[config.mk]
export PLATFORM = sky130hd
export DESIGN_NAME = register_univ_r
export DESIGN_NICKNAME = d
export VERILOG_FILES = /design/src/rtl/register_univ_r.sv
export SDC_FILE = /design/constraint.sdc
export NUM_CORES = 1
export LEC_CHECK = 0
export CAP_MARGIN = 30
export CORE_AREA = 2 2 40 42
export DETAILED_ROUTE_END_ITERATION = 10
export DIE_AREA = 0 0 42 44
export GPL_TIMING_DRIVEN = 0
export HOLD_SLACK_MARGIN = 0.1
export PLACE_DENSITY = 0.73
export SYNTH_ARGS = -nofsm -noshare
export SYNTH_HDL_FRONTEND = slang
export SYNTH_SLANG_ARGS = --single-unit
[constraint.sdc]
create_clock -name clk -period 4.5 [get_ports clk]
set_clock_uncertainty 0.1 [all_clocks]
set_input_delay 0.9 -clock clk [delete_from_list [all_inputs] [get_ports clk]]
set_output_delay 0.9 -clock clk [all_outputs]
set_load 0.005 [all_outputs]
[src/rtl/register_univ_r.sv]
// ---------------------------------------------------------------------------
// register_univ_r
// Universal WIDTH-bit state/timer register for the traffic-light datapath.
// Each clock it can hold, load, count up/down (wrap or saturate), shift,
// rotate or synchronously clear. It also provides a zero flag, a one-cycle
// overflow pulse and the bit most recently shifted out.
//
// Ports:
//   clk      rising-edge clock
//   reset_n  asynchronous active-low reset (q=RESET_VALUE, ovf=0, sout=0)
//   en       operation enable; 0 = hold q/sout and clear ovf
//   op       operation select (HOLD/LOAD/INC/DEC/SHL/SHR/ROL/CLR)
//   d        parallel load data
//   si       serial input for SHL/SHR
//   q        registered register contents
//   zero     combinational (q == 0)
//   ovf      registered overflow/underflow pulse
//   sout     registered bit shifted out by the last SHL/SHR
// ---------------------------------------------------------------------------
module register_univ_r #(
    parameter int               WIDTH       = 3,
    parameter logic [WIDTH-1:0] RESET_VALUE = {WIDTH{1'b0}},
    parameter bit               SATURATE    = 1'b0
) (
    input  logic             clk,
    input  logic             reset_n,
    input  logic             en,
    input  logic [2:0]       op,
    input  logic [WIDTH-1:0] d,
    input  logic             si,
    output logic [WIDTH-1:0] q,
    output logic             zero,
    output logic             ovf,
    output logic             sout
);

    localparam logic [2:0] OP_HOLD = 3'b000;
    localparam logic [2:0] OP_LOAD = 3'b001;
    localparam logic [2:0] OP_INC  = 3'b010;
    localparam logic [2:0] OP_DEC  = 3'b011;
    localparam logic [2:0] OP_SHL  = 3'b100;
    localparam logic [2:0] OP_SHR  = 3'b101;
    localparam logic [2:0] OP_ROL  = 3'b110;
    localparam logic [2:0] OP_CLR  = 3'b111;

    localparam logic [WIDTH-1:0] ALL_ZERO = {WIDTH{1'b0}};
    localparam logic [WIDTH-1:0] ALL_ONES = {WIDTH{1'b1}};
    localparam logic [WIDTH-1:0] ONE      = {{(WIDTH-1){1'b0}}, 1'b1};

    logic [WIDTH-1:0] q_r;
    logic             ovf_r;
    logic             sout_r;
    logic [WIDTH-1:0] q_nxt_s;
    logic             ovf_nxt_s;
    logic             sout_nxt_s;

    // Next-state decode: ovf defaults to 0 so it only pulses for one cycle.
    always_comb begin
        q_nxt_s    = q_r;
        ovf_nxt_s  = 1'b0;
        sout_nxt_s = sout_r;
        if (en == 1'b1) begin
            case (op)
                OP_HOLD: begin
                    q_nxt_s = q_r;
                end
                OP_LOAD: begin
                    q_nxt_s = d;
                end
                OP_INC: begin
                    if (q_r == ALL_ONES) begin
                        ovf_nxt_s = 1'b1;
                        if (SATURATE == 1'b1) begin
                            q_nxt_s = q_r;
                        end else begin
                            q_nxt_s = ALL_ZERO;
                        end
                    end else begin
                        q_nxt_s = q_r + ONE;
                    end
                end
                OP_DEC: begin
                    if (q_r == ALL_ZERO) begin
                        ovf_nxt_s = 1'b1;
                        if (SATURATE == 1'b1) begin
                            q_nxt_s = q_r;
                        end else begin
                            q_nxt_s = ALL_ONES;
                        end
                    end else begin
                        q_nxt_s = q_r - ONE;
                    end
                end
                OP_SHL: begin
                    q_nxt_s    = {q_r[WIDTH-2:0], si};
                    sout_nxt_s = q_r[WIDTH-1];
                end
                OP_SHR: begin
                    q_nxt_s    = {si, q_r[WIDTH-1:1]};
                    sout_nxt_s = q_r[0];
                end
                OP_ROL: begin
                    // Rotation loses no bit, so sout keeps its last value.
                    q_nxt_s = {q_r[WIDTH-2:0], q_r[WIDTH-1]};
                end
                OP_CLR: begin
                    q_nxt_s = RESET_VALUE;
                end
                default: begin
                    q_nxt_s = q_r;
                end
            endcase
        end else begin
            q_nxt_s = q_r;
        end
    end

    // State registers with asynchronous reset to the configured value.
    always_ff @(posedge clk or negedge reset_n) begin
        if (!reset_n) begin
            q_r    <= RESET_VALUE;
            ovf_r  <= 1'b0;
            sout_r <= 1'b0;
        end else begin
            q_r    <= q_nxt_s;
            ovf_r  <= ovf_nxt_s;
            sout_r <= sout_nxt_s;
        end
    end

    assign q    = q_r;
    assign ovf  = ovf_r;
    assign sout = sout_r;
    assign zero = (q_r == ALL_ZERO);

endmodule
==> run metrics <==
status=finished clean; initial antenna violation count=0; vias in the first global route=373; Max-Cap Viols=0; # DRC=0; Pre-Repair DR Iteration Count=4; final WL=990 um; Die H=44 um; post-CTS setup buffer count=0; Finished Core Util=44.97%; fin crit period=2.676 ns; vias per inst=5.022; startpoint types=flip-flop; DRT iter0 DRCs=11; CTS tree=done; synth cell count leaders=nand2_1, dfrtp_1, ha_1, inv_1; Final setup viols=0; Tcrit/Tclk final=59.46%; proportion of layout cells with a drive suffix above 1=10.81%; most frequent cell after synthesis=nand2_1; crit path kind=flip-flop to output pin; post-route cell area=638.1 um^2; Hold Crit Class=flip-flop to flip-flop; gpl congestion=0.8512; top cells by area, synth=dfrtp_1, ha_1, nand2_1; min setup slack post-route=1.824 ns; CP max stage delay=0.52 ns; Synth Area per Inst=8.100 um^2; Clock Tree Buf Depth=2; nets@finish=89; R2R depth=6; crit end category=output pin; GRT overflow=0; largest net degree at the start of global routing=11; boundary pin count=16; worst path arrival time=1.68 ns; Die ar.=1848 um^2; # clock sinks=5; max_slew headroom=75.94%; R2R Setup Slk=2.74 ns; P per Cell Area=293.5 nW/um^2; critical path peak fanout=6; sequential fraction of the synthesis area=27.10%; H-tree depth=1; number of placement rows=14; Slew Limit Fails=0; Initial Util=32.54%; worst-skew pair later-pin latency=0.23 ns; YS warnings=0; FF-to-FF Start=q[0]$_DFFE_PN0P_; IO buf count=13; total of cells resized after clock tree synthesis=0; Worst Tran Pin Value=0.3579 ns; first-pass GRT wire length=1607 um; #FFs+latches synth=5; syn_nets=71; Min-Delay Startpoint=sout$_DFFE_PN0P_; CTS Root Buffer Type=clkbuf_4; Area Overhead vs Synth=38.21%; Post-Syn Area=461.7 um^2; post-placement cell area=611.8 um^2; Post-synth EDFFs=0; DR WL/cell=11.00 um; RSZ-0062 raised after global routing=no; Core Area=1419 um^2; Hold EP=sout$_DFFE_PN0P_; total leakage power=0.2814 nW; Async SR Flop Fraction=100.0%; HPWL Detailed=775.1 um; post-cts hold buffer count=0; Worst R2R End=q[2]$_DFFE_PN0P_; antenna violation net count after detailed routing=0; Synth top area share=27.10%; Hold Path Cell Cnt=2; Yosys cell types=24; Max stage delay cell, worst path=clkdlybuf4s50_1; Synth area leader=dfrtp_1; Num CTS Buffers=3; Die W=42 um; critical path cell sequence=inv_1 > ha_1 > nor2b_2 > clkdlybuf4s50_1; post-route setup TNS=0 ns; clock-pin slew on the worst setup and hold paths=0.04 ns; critical path data required time=3.50 ns; All-Layer GR Usage=11.63%; Cells after Synth=57; Fmax=373.7 MHz; most used flip-flop cell after synthesis=dfrtp_1; worst vdd ir=0.00007774 V; n_diodes=0; pre-CTS WS=2.060 ns; via count=452; Final Hold Vio Count=0
## registers in the layout, summed over array words and instances (netlist names)
signal / flops
sout: 1
q: 3
ovf: 1
## report_power, final
| part | leakage [nW] | total, mW | switching [mW] | internal, mW |
|---|---|---|---|---|
| Combinational | 0.203 | 0.0737 | 0.0318 | 0.0419 |
| Clock | 0.0150 | 0.0502 | 0.0168 | 0.0334 |
| Sequential | 0.0634 | 0.0633 | 0.0115 | 0.0519 |
| Total | 0.281 | 0.187 | 0.0601 | 0.127 |
## cells in the final DEF (no fill, tap or decap), types with 2 or more instances in the layout
| cell | n |
|---|---|
| clkdlybuf4s50_1 | 13 |
| nand3b_1 | 3 |
| inv_1 | 4 |
| a221oi_1 | 2 |
| o21ai_1 | 2 |
| mux2i_1 | 2 |
| dfrtp_1 | 5 |
| buf_2 | 2 |
| nand3_1 | 2 |
| nand2_1 | 12 |
| ha_1 | 4 |
| nor2_1 | 2 |
| nand2b_1 | 3 |
| a21oi_1 | 3 |
| clkbuf_4 | 3 |
## worst max-delay path: cells and delay by family (launching register included)
| kind | cells | cell delay (ns) |
|---|---|---|
| and+or+nand+nor | 1 | 0.18 |
| buffers and inverters | 2 | 0.65 |
| adders and majority gates | 1 | 0.18 |
| DFF | 1 | 0.43 |
## worst max-delay path by stage
stage / startpoint / endpoint
after global placement: q[0]$_DFFE_PN0P_ / zero
after global routing: q[0]$_DFFE_PN0P_ / zero
after floorplan: q[0]$_DFFE_PN0P_ / zero
after detailed placement: q[0]$_DFFE_PN0P_ / zero
final: q[0]$_DFFE_PN0P_ / zero
after CTS: q[0]$_DFFE_PN0P_ / zero
## cell families (layout without fill, tap and decap cells)
group                    count (synthesis)  count (layout)  share of synthesized area (%)
buffers and inverters                    7              24                          7.046
flip-flops                               5               5                          27.10
AO/OA/AOI/OAI                           15              15                          24.39
multiplexers                             2               2                          4.336
AND/OR/NAND/NOR                         23              23                          24.39
adder cells (fa/ha/maj)                  4               4                          10.84
XOR/XNOR                                 1               1                          1.897
## stage by stage
step / hold WS [ns] / power, mW / cells
floorplan: 0.3770 / 0.1027 / 57
global placement: 0.3750 / 0.1361 / 86
detailed placement: 0.3797 / 0.1377 / 86
CTS: 0.3898 / 0.1889 / 90
global route: 0.4058 / 0.2035 / 90
finish: 0.3806 / 0.1873 / 90
## final cells by class
| cell class | count | area (um^2) |
|---|---|---|
| repair buffers | 13 | 130.1 |
| well taps | 16 | 20.02 |
| plain buffers | 3 | 17.52 |
| multi-input cells | 45 | 304.0 |
| fillers | 140 | 780.7 |
| flip-flops and latches | 5 | 125.1 |
| clock buffers | 4 | 26.28 |
| inverters | 4 | 15.01 |
## metal layers
layer	GRT usage, %	vias up	share of wire, %	routed length [um]
met5	0	-	0	0
met4	7.742	0	1.6	16
met3	3.333	2	5.9	58
met2	15.63	17	42	418
met1	15.99	195	50	497
li1	-	238	-	-
Note: power is estimated with default switching activity, not from simulation.
